### config.mk
export PLATFORM = sky130hd
export DESIGN_NAME = prog_fetch_unit
export DESIGN_NICKNAME = d
export VERILOG_FILES = /design/src/rtl/prog_pkg.sv /design/src/rtl/prog_ram.sv /design/src/rtl/prog_fetch_unit.sv
export SDC_FILE = /design/constraint.sdc
export NUM_CORES = 1
export LEC_CHECK = 0
export BUFFER_PORTS_ARGS = -buffer_cell sky130_fd_sc_hd__buf_4
export CORE_MARGIN = 3
export CORE_UTILIZATION = 40
export CTS_CLUSTER_DIAMETER = 200
export DETAILED_ROUTE_END_ITERATION = 12
export PLACE_DENSITY = 0.53
export SLEW_MARGIN = 20
export SYNTH_ARGS = -nofsm -noshare
export SYNTH_HDL_FRONTEND = slang
export SYNTH_SLANG_ARGS = --single-unit
export TNS_END_PERCENT = 100
### constraint.sdc
create_clock -name clk -period 2.6 [get_ports clk]
set_input_delay 0.65 -clock clk [delete_from_list [all_inputs] [get_ports clk]]
set_output_delay 0.65 -clock clk [all_outputs]
set_load 0.02 [all_outputs]
### src/rtl/prog_pkg.sv
// Shared constants, state encoding and write payload for the program fetch unit.
package prog_pkg;

  localparam int unsigned DEPTH = 16;
  localparam int unsigned AW    = $clog2(DEPTH);
  localparam int unsigned CW    = $clog2(DEPTH + 1);
  localparam int unsigned DW    = 8;

  localparam logic [DW-1:0] NOP_OPC  = 8'h00;
  localparam logic [DW-1:0] HALT_OPC = 8'hF0;

  typedef enum logic [1:0] {
    IDLE = 2'd0,
    LOAD = 2'd1,
    RUN  = 2'd2,
    HALT = 2'd3
  } state_t;

  // One program-store write request
  typedef struct packed {
    logic          we;
    logic [AW-1:0] addr;
    logic [DW-1:0] data;
  } ram_wr_t;

endpackage

### src/rtl/prog_ram.sv
// Program store: synchronous write, registered read.
module prog_ram #(
  parameter  int unsigned DEPTH = 16,
  parameter  int unsigned DW    = 8,
  localparam int unsigned AW    = $clog2(DEPTH)
) (
  input  logic          clk,
  input  logic          we,
  input  logic [AW-1:0] waddr,
  input  logic [DW-1:0] wdata,
  input  logic [AW-1:0] raddr,
  output logic [DW-1:0] rdata
);

  logic [DW-1:0] mem [DEPTH];

  // Write port and registered read port; contents are intentionally not reset
  always_ff @(posedge clk) begin
    if (we) begin
      mem[waddr] <= wdata;
    end
    rdata <= mem[raddr];
  end

endmodule

### src/rtl/prog_fetch_unit.sv
// Instruction-supply stage: host loads a program byte by byte, CPU fetches by PC.
module prog_fetch_unit
  import prog_pkg::*;
(
  input  logic          clk,
  input  logic          reset,
  input  logic          clr,
  input  logic          ld_valid,
  input  logic [DW-1:0] ld_data,
  input  logic          ld_last,
  output logic          ld_ready,
  input  logic          run,
  input  logic          fetch_req,
  input  logic [AW-1:0] pc,
  output logic [DW-1:0] inst,
  output logic          inst_valid,
  output logic [CW-1:0] count,
  output logic          halted
);

  state_t        state_q, state_d;
  logic [CW-1:0] wr_ptr_q, wr_ptr_d;
  logic [CW-1:0] count_q, count_d;
  logic [DW-1:0] inst_q, inst_d;
  logic          use_ram_q, use_ram_d;
  logic          inst_valid_q, inst_valid_d;
  logic          halted_q, halted_d;
  logic          ld_ready_q, ld_ready_d;
  logic [DEPTH-1:0] halt_flag_q;
  logic [DW-1:0] rdata;
  ram_wr_t       wr;
  logic          accept;
  logic          in_range;
  logic          last_beat;

  // A byte is taken only when the store has room; the pointer MSB marks a full store
  assign accept    = ld_valid && ld_ready_q && !wr_ptr_q[CW-1];
  assign in_range  = {1'b0, pc} < count_q;
  assign last_beat = ld_last || (count_q == CW'(DEPTH - 1));

  prog_ram #(.DEPTH(DEPTH), .DW(DW)) u_ram (
    .clk   (clk),
    .we    (wr.we),
    .waddr (wr.addr),
    .wdata (wr.data),
    .raddr (pc),
    .rdata (rdata)
  );

  // Shadow of "this location holds HALT_OPC" so the halt decision is made at the fetch edge
  always_ff @(posedge clk) begin
    if (wr.we) begin
      halt_flag_q[wr.addr] <= (wr.data == HALT_OPC);
    end
  end

  // Next-state, pointer, handshake and fetch-result logic
  always_comb begin
    state_d      = state_q;
    wr_ptr_d     = wr_ptr_q;
    count_d      = count_q;
    inst_d       = inst;
    use_ram_d    = 1'b0;
    inst_valid_d = 1'b0;
    halted_d     = halted_q;
    wr           = '{we: 1'b0, addr: wr_ptr_q[AW-1:0], data: ld_data};

    if (clr) begin
      state_d  = IDLE;
      wr_ptr_d = '0;
      count_d  = '0;
      halted_d = 1'b0;
    end else begin
      unique case (state_q)
        IDLE: begin
          if (accept) begin
            wr.we    = 1'b1;
            wr_ptr_d = wr_ptr_q + CW'(1);
            count_d  = count_q + CW'(1);
            state_d  = last_beat ? IDLE : LOAD;
          end else if (run && !ld_valid && (count_q != '0)) begin
            state_d = RUN;
          end
        end
        LOAD: begin
          if (accept) begin
            wr.we    = 1'b1;
            wr_ptr_d = wr_ptr_q + CW'(1);
            count_d  = count_q + CW'(1);
            state_d  = last_beat ? IDLE : LOAD;
          end
        end
        RUN: begin
          if (fetch_req) begin
            inst_valid_d = 1'b1;
            use_ram_d    = in_range;
            if (!in_range) begin
              inst_d = HALT_OPC;
            end
            if (!in_range || halt_flag_q[pc]) begin
              state_d  = HALT;
              halted_d = 1'b1;
            end
          end
        end
        HALT: begin
          halted_d = 1'b1;
        end
        default: state_d = IDLE;
      endcase
    end

    ld_ready_d = ((state_d == IDLE) || (state_d == LOAD)) && (count_d < CW'(DEPTH));
  end

  // State and output registers
  always_ff @(posedge clk or negedge reset) begin
    if (!reset) begin
      state_q      <= IDLE;
      wr_ptr_q     <= '0;
      count_q      <= '0;
      inst_q       <= NOP_OPC;
      use_ram_q    <= 1'b0;
      inst_valid_q <= 1'b0;
      halted_q     <= 1'b0;
      ld_ready_q   <= 1'b1;
    end else begin
      state_q      <= state_d;
      wr_ptr_q     <= wr_ptr_d;
      count_q      <= count_d;
      inst_q       <= inst_d;
      use_ram_q    <= use_ram_d;
      inst_valid_q <= inst_valid_d;
      halted_q     <= halted_d;
      ld_ready_q   <= ld_ready_d;
    end
  end

  // In-range results come straight from the store's read register; otherwise the held value
  assign inst       = use_ram_q ? rdata : inst_q;
  assign inst_valid = inst_valid_q;
  assign count      = count_q;
  assign halted     = halted_q;
  assign ld_ready   = ld_ready_q;

endmodule

==> key figures, run 1 <==
Outcome
  • Outcome: completed

Clock network
  • CTS tree: done
  • Postcts setup bufs: 0
  • CTS Sinks: 176
  • Clock Latency Late Sink: 420 ps
  • Clock Path Buffers: 2
  • H-tree levels: 4
  • CTS resizes: 0
  • Number of buffers created by CTS: 17
  • Clk slew on worst S/H paths: 70 ps
  • Root Driver: clkbuf_16
  • Hold buffer count at CTS: 0

Setup path
  • Buf/Inv on CP: 1
  • CP delay by family, top: flip-flops
  • Critical path class: flip-flop to output pin
  • Nature of the critical path endpoint: output pin
  • Required @ worst endpoint: 1950 ps
  • Max FO, Critical Path: 8
  • Critical Path Start Type: flip-flop
  • Critical Path AT: 1500 ps
  • Crit path cell chain: mux2_2, buf_4
  • CP max stage delay: 530 ps
  • Slowest cell on crit path: dfrtp_1

Final layout
  • Fillers: 1398
  • Commonest non-fill, non-tap cells in the layout: edfxtp_1 (144), buf_4 (57), mux4_2 (40)
  • Most common cell after layout, fill and taps aside: edfxtp_1
  • Area growth syn-to-layout: 19.3%
  • Fin area: 8220 um2
  • Share of layout cells above drive strength 1: 0.332
  • Fin cells: 645
  • Final net count: 441
  • Ant diodes: 0

Yosys
  • Post-Synthesis Cells: 349
  • Ys Warns: 0
  • Seq/Total Area, Yosys: 0.738
  • Mean cell area of the mapped netlist: 19.8 um2
  • Netlist cell types: 35
  • Synthesized net count: 378
  • Mapped Area: 6890 um2
  • Yosys reg bits: 176

Place
  • GP Congestion: 0.738
  • Place WS: 307 ps
  • Dpl cells: 613
  • Final HPWL DP: 9.16 mm
  • Placed cell area: 7570 um2
  • I/O Buffers: 34

Power
  • Clock power share: 0.419
  • Sw Pwr: 1.45 mW
  • LEAKAGE: 2.87 nW
  • Peak VDD IR: 510 uV
  • Sequential share of power: 0.485
  • Pwr/cell area: 808 nW/um2
  • P_int: 5.19 mW
  • Switching share of power: 0.219
  • Comb pwr share: 0.096

Die
  • Die Height: 137 um
  • Die area: 18800 um2
  • Standard-cell rows: 47
  • Core area: 16700 um2
  • Chip width: 137 um
  • Initial Utilization: 0.413
  • Io pins: 35

Min path
  • Worst Hold Class: primary input to async pin

Global routing
  • GRT Max-Usage Layer: met2
  • Vias in the first global route: 3502
  • Global-route track usage on met2: 0.258
  • Total congestion overflow: 0
  • GR Util met1: 0.217
  • Routing usage on met3: 0.0413
  • Total GRT Usage: 0.161
  • First-pass GRT wire length: 21.2 mm
  • Largest net degree at the start of global routing: 33
  • Initial antenna violation count: 0

Timing
  • Minimum clock period: 2150 ps
  • Max Fclk: 0.466 GHz
  • Worst Skew: 10.7 ps
  • RSZ-0062 raised after global routing: false
  • Final setup fails: 0
  • Max Slew Vio Count: 0
  • Setup TNS: 0 ps
  • Worst Max-Slew Pin Slew: 656 ps
  • Setup slack after layout: 452 ps
  • Slew margin rel.: 0.559
  • Fin. Hold Viols: 0
  • Fin crit share: 0.826

Routing
  • Drt pass-1 iters: 4
  • DRC viols: 0
  • Vias: 3401
  • Vias per std cell: 5.27
  • Total Routed Length: 14.1 mm
  • Routed Antenna Nets: 0
  • Initial DRC count: 269
  • Routed WL per cell: 21.8 um

Run
  • Max-Cap Viols: 0
-- cell families after synthesis --
group	share of synthesized area
buffers and inverters	0.0158
DFF	0.738
xor gates and xnor gates	0.00762
muxes	0.163
adders and majority gates	0.0181
and+or+nand+nor	0.0445
AOI/OAI and AO/OA	0.0134
-- worst register-to-register path: cells and delay by family, from the launching register on --
family | cells | cell delay (ps)
and+or+nand+nor | 5 | 950
DFF | 1 | 420
buffers and inverters | 1 | 230
-- metrics by stage --
step | hold slack, ps | util | total power, mW
6_report | 116 | 0.492 | 6.64
3_3_place_gp | 552 | 0.453 | 3.92
2_1_floorplan | 354 | - | 3.66
4_1_cts | 116 | 0.492 | 6.72
5_1_grt | 119 | 0.492 | 6.91
3_5_place_dp | 554 | 0.453 | 3.94
-- state kept, by name (all words and copies together) (netlist names) --
register     flops
halt_flag_q     16
inst_valid       1
use_ram_q        1
count            5
inst_q           8
u_ram.rdata      8
u_ram.mem      128
state_q          2
wr_ptr_q         5
ld_ready         1
halted           1
-- layout make-up --
| type | instances | area (um2) | share of cell area |
|---|---|---|---|
| sequential | 176 | 5090 | 0.619 |
| multi-input combinational | 148 | 1700 | 0.207 |
| timing repair buffer | 59 | 468 | 0.0569 |
| clock buffer | 17 | 425 | 0.0517 |
| tap | 220 | 275 | 0.0335 |
| clock inverter | 15 | 230 | 0.0280 |
| inverter | 10 | 37.5 | 0.00457 |
-- cell usage after synthesis --
library cell	count	area (um2)
a211o_1	1	8.76
a211oi_1	2	15.0
a21boi_1	2	15.0
a21o_1	1	7.51
a21oi_1	5	25.0
a31oi_1	1	6.26
and3_1	2	12.5
buf_1	2	7.51
buf_2	6	30.0
buf_6	1	11.3
clkbuf_1	6	22.5
dfrtp_1	23	576
dfstp_2	1	26.3
dfxtp_1	8	160
edfxtp_1	144	4320
ha_1	10	125
inv_1	10	37.5
mux2_2	8	90.1
mux4_1	5	131
mux4_2	40	901
nand2_1	13	48.8
nand2b_1	3	18.8
nand3_1	1	5.00
nand4_1	4	25.0
nor2_1	27	101
nor2b_1	2	12.5
nor3_1	5	25.0
nor4_2	1	12.5
o22ai_1	1	6.26
o31a_1	1	8.76
or2_1	4	25.0
or3_1	2	12.5
or4_1	1	7.51
xnor2_1	4	35.0
xor2_1	2	17.5
-- path summary, 6_finish.rpt --
kind / depth (start not counted) / startpoint / end / slack [ps]
worst max-delay path: 2 / use_ram_q$_DFF_PN0_ / inst[6] / 450
worst min-delay path: 1 / reset / count[3]$_DFFE_PN0P_ / 120
worst max register to register: 6 / state_q[1]$_DFF_PN0_ / u_ram.mem[1][3]$_DFFE_PP_ / 720
worst min register to register: 2 / wr_ptr_q[4]$_DFFE_PN0P_ / wr_ptr_q[4]$_DFFE_PN0P_ / 550
max in group asynchronous: 1 / reset / ld_ready$_DFF_PN1_ / 2190
min in group clk: 2 / clr / count[2]$_DFFE_PN0P_ / 520
-- power groups by stage --
stage	sequential, mW	clock (mW)	combinational (mW)
after floorplan	3.28	0	0.380
after global placement	3.28	0	0.640
after detailed placement	3.28	0	0.650
after CTS	3.22	2.85	0.652
after global routing	3.23	2.98	0.698
final	3.22	2.78	0.639
-- routing by layer --
metal  up-vias  share of wire
met2        87           0.49
li1       1507              -
met4         0          0.012
met1      1793           0.45
met3        14          0.049
met5         -              0
Note: power is estimated with default switching activity, not from simulation.
==> run 2, diff against run 1 <==
==> constraint.sdc (replaced) <==
create_clock -name clk -period 2.05 [get_ports clk]
set_input_delay 0.5125 -clock clk [delete_from_list [all_inputs] [get_ports clk]]
set_output_delay 0.5125 -clock clk [all_outputs]
set_load 0.02 [all_outputs]
==> run 2 against run 1 <==
Utilization rose by 0.41 points. Clock-buffer cell count increased by 4. Via count shrank 0.26%. Hold slack gained 240 ps. Die area unchanged. Worst setup slack worse by 330 ps. Sequential power rose by 27%. Critical path depth stayed put. First-iteration DRC count up 33%. Clock power is 11% higher. Critical path type unchanged. Largest cell class unchanged. Largest power group unchanged.
==> key figures, run 2 (synthesized netlist as in run 1, its figures left out) <==
Die
  • Die Height: 137 um
  • Initial Utilization: 0.413
  • Die area: 18800 um2
  • Io pins: 35
  • Chip width: 137 um
  • Core area: 16700 um2
  • Standard-cell rows: 47

Setup path
  • Critical Path AT: 1420 ps
  • CP max stage delay: 460 ps
  • Crit path cell chain: mux2_2, buf_4
  • Buf/Inv on CP: 1
  • Nature of the critical path endpoint: output pin
  • Required @ worst endpoint: 1540 ps
  • CP Launch Point: use_ram_q$_DFF_PN0_
  • Internal reg-to-reg setup slack: 190 ps
  • Slowest cell on crit path: dfrtp_2
  • Critical path class: flip-flop to output pin
  • Critical Path Start Type: flip-flop
  • Cells on worst reg2reg path: 6
  • Max FO, Critical Path: 8
  • Reg2reg start: state_q[1]$_DFF_PN0_
  • Critical Path Sink: inst[1]
  • Stages on worst setup path: 2
  • FF-to-FF End: u_ram.mem[14][0]$_DFFE_PP_
  • CP delay by family, top: flip-flops

Timing
  • Worst Max-Slew Pin Slew: 603 ps
  • Fin. Hold Viols: 0
  • Final setup fails: 0
  • Worst Skew: 11.2 ps
  • Setup TNS: 0 ps
  • Fin crit share: 0.942
  • Max Slew Vio Count: 0
  • Slew margin rel.: 0.595
  • RSZ-0062 raised after global routing: false
  • Max Fclk: 0.518 GHz
  • Minimum clock period: 1930 ps

Final layout
  • Final net count: 450
  • Fin cells: 654
  • Final core utilization: 0.496
  • Fillers: 1396
  • Top Registers: u_ram.mem x128, halt_flag_q x16
  • Most common cell after layout, fill and taps aside: edfxtp_1
  • Ant diodes: 0
  • Area growth syn-to-layout: 20.3%
  • Commonest non-fill, non-tap cells in the layout: edfxtp_1 (144), buf_4 (60), mux4_2 (40)
  • Share of layout cells above drive strength 1: 0.353
  • Largest register by flop count: u_ram.mem
  • Max FFs per register: 128

Global routing
  • First-pass GRT wire length: 22.3 mm
  • Largest net degree at the start of global routing: 25
  • Initial antenna violation count: 0
  • Vias in the first global route: 3534
  • Total GRT Usage: 0.170
  • Total congestion overflow: 0

Power
  • Pwr/cell area: 967 nW/um2
  • Peak VDD IR: 669 uV
  • LEAKAGE: 2.91 nW

Routing
  • Vias: 3392
  • Initial DRC count: 357
  • Drt pass-1 iters: 4
  • Routed Antenna Nets: 0
  • Routed WL per cell: 22.7 um
  • Total Routed Length: 14.8 mm
  • DRC viols: 0
  • Vias per std cell: 5.19

Clock network
  • Clock Latency Late Sink: 420 ps
  • Root Driver: clkbuf_16
  • H-tree levels: 4
  • Clk slew on worst S/H paths: 60 ps
  • Number of buffers created by CTS: 17
  • CTS tree: done
  • Clock Path Buffers: 2
  • CTS Sinks: 176

Run
  • Max-Cap Viols: 0

Place
  • Dpl cells: 621
  • GP Congestion: 0.789
  • I/O Buffers: 34
  • Final HPWL DP: 9.66 mm

Min path
  • Worst Hold Class: primary input to flip-flop

Outcome
  • Outcome: completed
-- run 2: changes by cell type in the layout (fill, tap and decap cells not counted), sizes merged --
cell / delta
buf: +8
bufinv: -5
clkbuf: +4
clkinv: +4
inv: -3
dlygate4sd3: +1
-- run 2: layout make-up --
cell class	instances	area, um2	area share
sequential	176	5090	0.614
multi-input combinational	148	1720	0.207
timing repair buffer	68	601	0.0724
clock buffer	21	493	0.0595
tap	220	275	0.0332
clock inverter	11	77.6	0.00936
inverter	10	37.5	0.00453
-- run 2: how the worst min path moves through the flow --
stage / slack [ps] / cells after the start / start / to
2_1_floorplan: 220 / 0 / reset / count[0]$_DFFE_PN0P_
3_3_place_gp: 430 / 1 / reset / count[3]$_DFFE_PN0P_
3_5_place_dp: 440 / 1 / reset / count[2]$_DFFE_PN0P_
4_1_cts: 340 / 3 / clr / halted$_DFFE_PN0P_
5_1_grt: 360 / 3 / clr / halted$_DFFE_PN0P_
6_report: 360 / 3 / clr / halted$_DFFE_PN0P_
-- run 2: where the power goes --
group          switching [mW]  leakage, nW  internal [mW]  total, mW
logic                   0.443        0.973          0.414      0.857
registers              0.0672         1.66           4.01       4.08
clock network            1.35        0.281           1.73       3.08
-- run 2: worst reg2reg max path, cell delays in order (launching register included) --
cell and delay [ps]:
dfrtp_1 420, nor2_1 140, nand3_1 100, nor2_1 260, nand2_1 210, nor2_1 240
buf_12 190
-- run 2: metrics by stage --
step | hold WS (ps) | setup WS [ps] | instance area (um2) | total power, mW
after global routing | 362 | 54.3 | 8290 | 8.34
final | 360 | 118 | 8290 | 8.02
after detailed placement | 436 | -101 | 7710 | 5.02
after global placement | 434 | -67.2 | 7710 | 5.01
after CTS | 340 | 11.8 | 8290 | 8.10
after floorplan | 217 | 17.0 | 6930 | 4.64
-- run 2: layer usage --
metal / up-vias / wire length (um) / global-route usage / part of all wire
li1: 1529 / - / - / -
met1: 1766 / 6630 / 0.238 / 0.45
met2: 82 / 7190 / 0.266 / 0.48
met3: 15 / 800 / 0.0387 / 0.054
met4: 0 / 223 / 0.0554 / 0.015
met5: - / 0 / 0 / 0
-- run 2: timing repair --
action / 4_1_cts / 5_1_grt
endpoints found under the setup margin: 0 / 8
buffers inserted: 0 / 0
hold buffers: 1 / 0
resized for setup: 0 / 1
hold endpoints to repair: 23 / 0
